### src/rtl/mod_counter_pkg.sv
// mod_counter_pkg
//   Shared definitions for the modulo counter slice.
//   - count_mode_e : behaviour at the count bounds (wrap or saturate)
//   - params_legal : elaboration-time legality check for WIDTH/MAX/PRESCALE
package mod_counter_pkg;

    typedef enum logic {
        COUNT_WRAP = 1'b0,
        COUNT_SAT  = 1'b1
    } count_mode_e;

    // MAX must fit in WIDTH bits and be non-zero; the prescaler needs at
    // least one phase.
    function automatic bit params_legal(input int width, input int max_val,
                                        input int prescale);
        longint lim;
        if (width < 1 || max_val < 1 || prescale < 1)
            return 1'b0;
        if (width >= 62)
            return 1'b1;
        lim = (longint'(1) << width) - 1;
        return (longint'(max_val) <= lim);
    endfunction

endpackage

### src/rtl/mod_counter_prescaler.sv
// counter_prescaler
//   Clock-enable prescaler: asserts tick on every PRESCALE-th enabled cycle.
//   Ports:
//     clock  - rising-edge clock
//     reset  - synchronous, active-high; phase returns to 0
//     clear  - synchronous phase clear
//     enable - advances the phase; phase holds while low
//     tick   - enable && (phase == PRESCALE-1); equals enable for PRESCALE=1
module counter_prescaler
#(
    parameter int PRESCALE = 1
)
(
    input  logic clock,
    input  logic reset,
    input  logic clear,
    input  logic enable,
    output logic tick
);

    if (PRESCALE <= 1) begin : g_passthru
        // No phase register: the count steps on every enabled cycle.
        logic unused_inputs;
        assign unused_inputs = ^{clock, reset, clear};
        assign tick = enable;
    end else begin : g_phase
        localparam int PW = $clog2(PRESCALE);
        localparam logic [PW-1:0] LAST = PW'(PRESCALE - 1);

        logic [PW-1:0] phase_q, phase_d;

        always_comb begin
            phase_d = phase_q;
            if (clear)
                phase_d = '0;
            else if (enable)
                phase_d = (phase_q == LAST) ? '0 : phase_q + 1'b1;
        end

        always_ff @(posedge clock) begin
            if (reset)
                phase_q <= '0;
            else
                phase_q <= phase_d;
        end

        // tick may be high during clear; the parent gives clear priority.
        assign tick = enable && (phase_q == LAST);
    end

endmodule

### src/rtl/mod_counter.sv
// mod_counter
//   Parametrised modulo up/down counter with wrap/saturate mode, synchronous
//   load and clear, a registered wrap pulse and an optional prescaler.
//   Ports:
//     clock      - rising-edge clock
//     reset      - synchronous, active-high
//     enable     - count enable; also advances the prescaler
//     up         - 1 = increment, 0 = decrement
//     clear      - synchronous clear of out and prescaler phase
//     load       - synchronous load of load_value (clamped to MAX)
//     load_value - value to load
//     out        - registered count, 0..MAX
//     wrap       - registered one-cycle pulse when the count wraps
//     at_max     - out == MAX (combinational)
//     at_min     - out == 0   (combinational)
module mod_counter
    import mod_counter_pkg::*;
#(
    parameter int WIDTH    = 8,
    parameter int MAX      = 255,
    parameter int SATURATE = 0,
    parameter int PRESCALE = 1
)
(
    input  logic             clock,
    input  logic             reset,
    input  logic             enable,
    input  logic             up,
    input  logic             clear,
    input  logic             load,
    input  logic [WIDTH-1:0] load_value,
    output logic [WIDTH-1:0] out,
    output logic             wrap,
    output logic             at_max,
    output logic             at_min
);

    if (!params_legal(WIDTH, MAX, PRESCALE)) begin : g_bad_params
        $error("mod_counter: illegal parameters WIDTH=%0d MAX=%0d PRESCALE=%0d",
               WIDTH, MAX, PRESCALE);
    end

    localparam count_mode_e      MODE  = (SATURATE != 0) ? COUNT_SAT : COUNT_WRAP;
    localparam logic [WIDTH-1:0] MAX_W = WIDTH'(MAX);

    logic             tick;
    logic [WIDTH-1:0] out_q, out_d;
    logic             wrap_q, wrap_d;

    // Load restarts the prescaler phase just like clear does.
    counter_prescaler #(
        .PRESCALE (PRESCALE)
    ) u_prescaler (
        .clock  (clock),
        .reset  (reset),
        .clear  (clear | load),
        .enable (enable),
        .tick   (tick)
    );

    // Next-value mux: clear > load > count step.
    always_comb begin
        out_d  = out_q;
        wrap_d = 1'b0;
        if (clear) begin
            out_d = '0;
        end else if (load) begin
            out_d = (load_value > MAX_W) ? MAX_W : load_value;
        end else if (tick) begin
            if (up) begin
                if (out_q == MAX_W) begin
                    if (MODE == COUNT_WRAP) begin
                        out_d  = '0;
                        wrap_d = 1'b1;
                    end
                end else begin
                    out_d = out_q + 1'b1;
                end
            end else begin
                if (out_q == '0) begin
                    if (MODE == COUNT_WRAP) begin
                        out_d  = MAX_W;
                        wrap_d = 1'b1;
                    end
                end else begin
                    out_d = out_q - 1'b1;
                end
            end
        end
    end

    always_ff @(posedge clock) begin
        if (reset) begin
            out_q  <= '0;
            wrap_q <= 1'b0;
        end else begin
            out_q  <= out_d;
            wrap_q <= wrap_d;
        end
    end

    assign out    = out_q;
    assign wrap   = wrap_q;
    assign at_max = (out_q == MAX_W);
    assign at_min = (out_q == '0);

endmodule

### config.mk
export PLATFORM = sky130hd
export DESIGN_NAME = mod_counter
export DESIGN_NICKNAME = d
export VERILOG_FILES = /design/src/rtl/mod_counter_pkg.sv /design/src/rtl/mod_counter_prescaler.sv /design/src/rtl/mod_counter.sv
export SDC_FILE = /design/constraint.sdc
export NUM_CORES = 1
export LEC_CHECK = 0
export ABC_AREA = 1
export ABC_CLOCK_PERIOD_IN_PS = 1900
export CORE_MARGIN = 3
export CORE_UTILIZATION = 46
export DETAILED_ROUTE_END_ITERATION = 16
export GPL_TIMING_DRIVEN = 0
export PLACE_DENSITY = 0.83
export SLEW_MARGIN = 10
export SYNTH_ARGS = -nofsm -noshare
export SYNTH_HDL_FRONTEND = slang
export SYNTH_SLANG_ARGS = --single-unit
### constraint.sdc
create_clock -name clock -period 1.9 [get_ports clock]
set_input_delay 0.285 -clock clock [delete_from_list [all_inputs] [get_ports clock]]
set_output_delay 0.285 -clock clock [all_outputs]
set_load 0.05 [all_outputs]
; Word-level counts from Yosys, hierarchy flattened
; Index checks and enable logic that the tools add are counted.
[op_classes]
n_div = 0
shifts = 0
eq_ne = 1
reduce_logical = 4
n_addsub = 2
bitwise_logic = 1
muxes = 9
mul = 0
order_cmp = 1
[ops]
columns = op, count
row1 = 8-bit two-way mux, 6
row2 = "8-bit by 1-bit adder with 8-bit output, second input constant", 1
row3 = "8-bit equality test, second input constant", 1
row4 = "8-bit greater-than comparator, second input constant", 1
row5 = 8-bit logical NOT, 1
row6 = "8-bit by 1-bit subtractor with 8-bit output, second input constant", 1
row7 = 4-bit OR reduction, 1
row8 = 1-bit two-way mux, 3
row9 = 2-bit nonzero test, 1
row10 = 2-bit OR reduction, 1
row11 = 1-bit inverter, 1
[totals]
latchBits = 0
mem_bits_ro = 0
mem_bits_rw = 0
word_cells = 20
ff_bits = 9
out_inout_bits = 11
mem_count = 0

; Longest topological paths before layout
[logic_depth]
ltp_word = 5
depth_mapped = 12

; Modules after synthesis
; A second synthesis with hierarchy kept.
[hier_totals]
hier_cells = 142
hier_area_um2 = 887.1
[by_module_without_submodules]
columns = module, cells_per_inst, seq_area_each_um2, instances, area_per_inst_um2
row1 = mod_counter, 141, 180.2, 1, 879.6
row2 = counter_prescaler, 1, 0.0, 1, 7.5

; Worst setup path before layout
; OpenSTA, ideal clock, no wires.
[synth_path]
path_kind = flip-flop to flip-flop
start = register out_q[0], in the netlist out[0]
end = register out_q[0], in the netlist out[0]
setup_ps = 121
arrival_ps = 1851
stages_incl_launch_ff = 9
slack_ps = -72
required_ps = 1779
cell_sequence = dfxtp_1 > ha_1 > nand2_2 > nor2_4 > nand2_1 > inv_1 > nand2_1 > nand3_1 > a21oi_1
[synth_between]
elab_chain_len = 5
elab_cells_between_ends = 9
cone_classes = 2 x add/sub / 1 x eq/ne / 5 x mux / 1 x reduce/logical
[synth_lines]
columns = element, line
row1 = from (decl), mod_counter.sv:47  ; logic [WIDTH-1:0] out_q, out_d;
row2 = from (signal assigned), mod_counter.sv:97  ; out_q <= out_d;
row3 = 8-bit equality test, -
row4 = via at_max, mod_counter.sv:34  ; output logic at_max,
row5 = 8-bit two-way mux, mod_counter.sv:71  ; if (out_q == MAX_W) begin
row6 = 8-bit two-way mux, mod_counter.sv:70  ; if (up) begin
row7 = 8-bit two-way mux, mod_counter.sv:69  ; end else if (tick) begin
row8 = 8-bit two-way mux, mod_counter.sv:67  ; end else if (load) begin
; The timed path passes the listed nets, and every way through them passes these cells. The select of a mux whose other input is x is not followed.
; A chain may end at the register's enable or synchronous reset.

; Worst setup path in the final report
[layout_path]
start = register out_q[7], in the netlist out[7]
end = output port out[7]
[layout_rtl]
columns = element, line
row1 = to (decl), mod_counter.sv:32  ; output logic [WIDTH-1:0] out,
; No word-level cell between the ends.

==> flow_summary.html <==
<table>
<tr><th>Metric</th><th>Value</th></tr>
<tr><th colspan="2">Run status</th></tr>
<tr><td>Status</td><td>finished clean</td></tr>
<tr><th colspan="2">Clock network</th></tr>
<tr><td>Buffer levels on the longest clock path</td><td>2</td></tr>
<tr><td>Clock latency on the worst-skew pair</td><td>0.27 ns</td></tr>
<tr><td>CTS root buffer</td><td>clkbuf_4</td></tr>
<tr><td>Hold bufs inserted after CTS</td><td>0</td></tr>
<tr><td>Clock tree from TritonCTS</td><td>done</td></tr>
<tr><td>Sink Count</td><td>9</td></tr>
<tr><td>Clock-pin slew on the worst setup and hold paths</td><td>0.07 ns</td></tr>
<tr><td>H-tree depth</td><td>1</td></tr>
<tr><td>Number of buffers inserted during clock tree synthesis</td><td>3</td></tr>
<tr><th colspan="2">Yosys</th></tr>
<tr><td>Synthesized-area fraction occupied by xor and xnor cells</td><td>6.45%</td></tr>
<tr><td>Post-synthesis adder-cell area fraction</td><td>4.61%</td></tr>
<tr><td>Top area cells in the synthesized netlist</td><td>dfxtp_1 22%, nand2_1 12%, inv_1 7.8%, a21oi_1 6.1%, nand3_1 5.5%</td></tr>
<tr><td>Post-synth top cells</td><td>27 x nand2_1, 17 x inv_1, 11 x nor2_1</td></tr>
<tr><td>Cells after Synth</td><td>129</td></tr>
<tr><td>Top cell type by total area after synthesis</td><td>dfxtp_1</td></tr>
<tr><td>Number of flip-flops and latches in the synthesized netlist</td><td>9</td></tr>
<tr><td>Top-count cell post-synth</td><td>nand2_1</td></tr>
<tr><td>Synthesized Nets</td><td>146</td></tr>
<tr><td>Summed instance area of the synthesized netlist</td><td>815 um2</td></tr>
<tr><td>EDFF count, synth</td><td>0</td></tr>
<tr><td>Top FF cell, synth</td><td>dfxtp_1</td></tr>
<tr><td>Async set-reset flop share out of synthesis</td><td>0%</td></tr>
<tr><td>Area fraction of the dominant cell type after synthesis</td><td>22.1%</td></tr>
<tr><td>Average cell area after synthesis</td><td>6.31 um2</td></tr>
<tr><td>Register area share after synthesis</td><td>22.1%</td></tr>
<tr><td>Number of distinct library cells after synthesis</td><td>26</td></tr>
<tr><td>YS warnings</td><td>0</td></tr>
<tr><td>Multiplexer share of the synthesized area</td><td>0%</td></tr>
<tr><td>Largest family of logic cells by synthesized area</td><td>simple AND/OR/NAND/NOR gates</td></tr>
<tr><td>Synthesized-area fraction occupied by ao, oa, aoi and oai cells</td><td>19.5%</td></tr>
<tr><td>Post-synthesis share of cell area spent on and, or, nand and nor gates</td><td>35.2%</td></tr>
<tr><th colspan="2">Power and ir drop</th></tr>
<tr><td>Pwr Total</td><td>0.609 mW</td></tr>
<tr><td>Maximum VDD drop</td><td>373 uV</td></tr>
<tr><td>Cell leakage power</td><td>0.528 nW</td></tr>
<tr><td>Power density relative to cell area</td><td>545 nW/um2</td></tr>
<tr><th colspan="2">Global route</th></tr>
<tr><td>Total routing resource utilization after global routing</td><td>21.9%</td></tr>
<tr><td>Initial antenna violation count</td><td>0</td></tr>
<tr><td>Via count of the first global-routing pass</td><td>823</td></tr>
<tr><td>Remaining global-route overflow</td><td>0</td></tr>
<tr><td>Global-route wire length before repair</td><td>3540 um</td></tr>
<tr><td>Maximum number of pins on one net before global-route repair</td><td>10</td></tr>
<tr><th colspan="2">Cells and area</th></tr>
<tr><td>Number of inserted diodes</td><td>0</td></tr>
<tr><td>Layout Cells excl Fill</td><td>181</td></tr>
<tr><td>Layout cells sized above 1</td><td>17.2%</td></tr>
<tr><td>Number of nets in the layout</td><td>175</td></tr>
<tr><td>Layout overhead on the synthesized area</td><td>37.2%</td></tr>
<tr><th colspan="2">Placement</th></tr>
<tr><td>RePlAce Congestion</td><td>0.924</td></tr>
<tr><td>Setup WS pre-CTS</td><td>-0.143 ns</td></tr>
<tr><td>Placed cells</td><td>177</td></tr>
<tr><td>Total half-perimeter wirelength after legalization and detailed placement</td><td>1670 um</td></tr>
<tr><td>Count of buffers inserted at the top-level ports</td><td>24</td></tr>
<tr><th colspan="2">Die</th></tr>
<tr><td>Number of primary I/O pins</td><td>25</td></tr>
<tr><td>Effective utilization at floorplan</td><td>51.1%</td></tr>
<tr><td>Std-Cell Rows</td><td>14</td></tr>
<tr><td>Vert. Die Dim</td><td>48.1 um</td></tr>
<tr><td>Die boundary width</td><td>48.1 um</td></tr>
<tr><td>Die area</td><td>2310 um2</td></tr>
<tr><td>Floorplan Core Area</td><td>1590 um2</td></tr>
<tr><th colspan="2">Routing</th></tr>
<tr><td>DRC violations left</td><td>0</td></tr>
<tr><td>DRT antenna net count</td><td>0</td></tr>
<tr><td>Vias</td><td>938</td></tr>
<tr><td>Initial DRC Count</td><td>29</td></tr>
<tr><td>Via density</td><td>5.18</td></tr>
<tr><td>DR pass1 iterations</td><td>4</td></tr>
<tr><td>Wirelength, routed</td><td>2170 um</td></tr>
<tr><td>Wire length per cell after detailed routing</td><td>12.0 um</td></tr>
<tr><th colspan="2">Critical path</th></tr>
<tr><td>Critical path data arrival time</td><td>1.56 ns</td></tr>
<tr><td>Critical-path top delay cell</td><td>clkdlybuf4s50_1</td></tr>
<tr><td>Required arrival time at the worst endpoint</td><td>1.62 ns</td></tr>
<tr><td>Kind of critical path</td><td>register to primary output</td></tr>
<tr><td>List of cells traversed by the critical path</td><td>clkdlybuf4s50_1</td></tr>
<tr><td>Setup slack of the most critical reg-to-reg path</td><td>0.36 ns</td></tr>
<tr><td>Worst path bufs/invs</td><td>1</td></tr>
<tr><td>Maximum fanout along the worst path</td><td>6</td></tr>
<tr><td>Capturing element type of the critical path</td><td>primary output</td></tr>
<tr><td>Setup crit start kind</td><td>register</td></tr>
<tr><td>Worst path max stage delay</td><td>0.85 ns</td></tr>
<tr><td>Dominant delay contributor by cell family on the critical path</td><td>buffers and inverters</td></tr>
<tr><th colspan="2">STA</th></tr>
<tr><td>Max Clock Skew</td><td>0.00477 ns</td></tr>
<tr><td>Final Hold Violating Endpoints</td><td>0</td></tr>
<tr><td>Worst path setup slack after routing</td><td>0.0564 ns</td></tr>
<tr><td>Tmin final</td><td>1.84 ns</td></tr>
<tr><td>Fin. max-slew vios</td><td>0</td></tr>
<tr><td>Final period utilization</td><td>97.0%</td></tr>
<tr><td>Maximum operating frequency</td><td>542 MHz</td></tr>
<tr><td>Rel. slew slack</td><td>64.2%</td></tr>
<tr><td>Transition time at the pin with the least slew margin</td><td>0.535 ns</td></tr>
<tr><td>Number of failing setup endpoints in the final timing report</td><td>0</td></tr>
<tr><th colspan="2">Worst hold path</th></tr>
<tr><td>Type of the most critical hold path</td><td>register to register</td></tr>
<tr><th colspan="2">Flow run</th></tr>
<tr><td>Max Cap Viol</td><td>0</td></tr>
</table>
-- state kept, by name, summed over array words and instances, names as in the netlist --
signal,count
out,8
wrap,1
-- routing by layer --
layer,vias up,part of all wire [%],track usage [%]
met5,-,0,0
met4,0,1.2,6.99
met3,5,5.8,4.14
met2,37,48,36.1
met1,418,45,28.5
li1,478,-,-
-- logic make-up after synthesis --
| logic type | count (synthesis) |
|---|---|
| XOR/XNOR | 6 |
| AND/OR/NAND/NOR | 61 |
| flip-flops | 9 |
| AO/OA/AOI/OAI | 26 |
| adder cells (fa/ha/maj) | 3 |
| buffers and inverters | 24 |
-- report_power, final --
part	switching (mW)	internal, mW	total, mW
registers	0.0140	0.199	0.213
clock network	0.0748	0.0812	0.156
logic	0.147	0.0933	0.240
total	0.236	0.373	0.609
-- layout make-up --
type                            count  area, um2
Sequential cell                     9        183
Inverter                           22       82.6
Fill cell                         144        477
Multi-Input combinational cell     96        546
Clock buffer                        4       26.3
Buffer                              2       16.3
Tap cell                           24       30.0
Timing Repair Buffer               24        234
-- metrics by stage --
stage	hold WS, ns	TNS, ns	area, um2	util [%]
global placement	0.516	-0.253	1090	68.2
global route	0.583	-0.00387	1120	70.1
finish	0.533	0	1120	70.1
CTS	0.536	0	1110	69.9
detailed placement	0.522	-0.282	1090	68.2
floorplan	0.433	0	817	-
-- placed cells by master (no fill, tap or decap), drive strengths merged --
master,netlist,routed
nand2,33,33
inv,21,21
clkdlybuf4s50,0,20
nor2,14,14
a21oi,10,10
nand3,10,10
dfxtp,9,9
o21ai,7,7
xor2,5,5
clkbuf,0,5
o221ai,3,3
a31oi,3,3
ha,3,3
buf,2,3
nor3,2,2
clkinv,1,1
o211ai,1,1
nand4,1,1
or2,1,1
a41oi,1,1
xnor2,1,1
a22oi,1,1
dlygate4sd2,0,1
dlymetal6s2s,0,1
-- final timing paths --
| path | startpoint | end | cells after the start |
|---|---|---|---|
| max | out[7]$_SDFFE_PP0P_ | out[7] | 1 |
| min | out[1]$_SDFFE_PP0P_ | out[1]$_SDFFE_PP0P_ | 2 |
| max reg2reg | out[0]$_SDFFE_PP0P_ | out[6]$_SDFFE_PP0P_ | 12 |
| min reg2reg | out[1]$_SDFFE_PP0P_ | out[1]$_SDFFE_PP0P_ | 2 |
-- timing repair --
item,in CTS,in global routing
resized for setup,8,7
setup endpoints to repair,3,2
setup buffers,0,0
hold endpoints to repair,0,0
(Power assumes the default switching activity.)
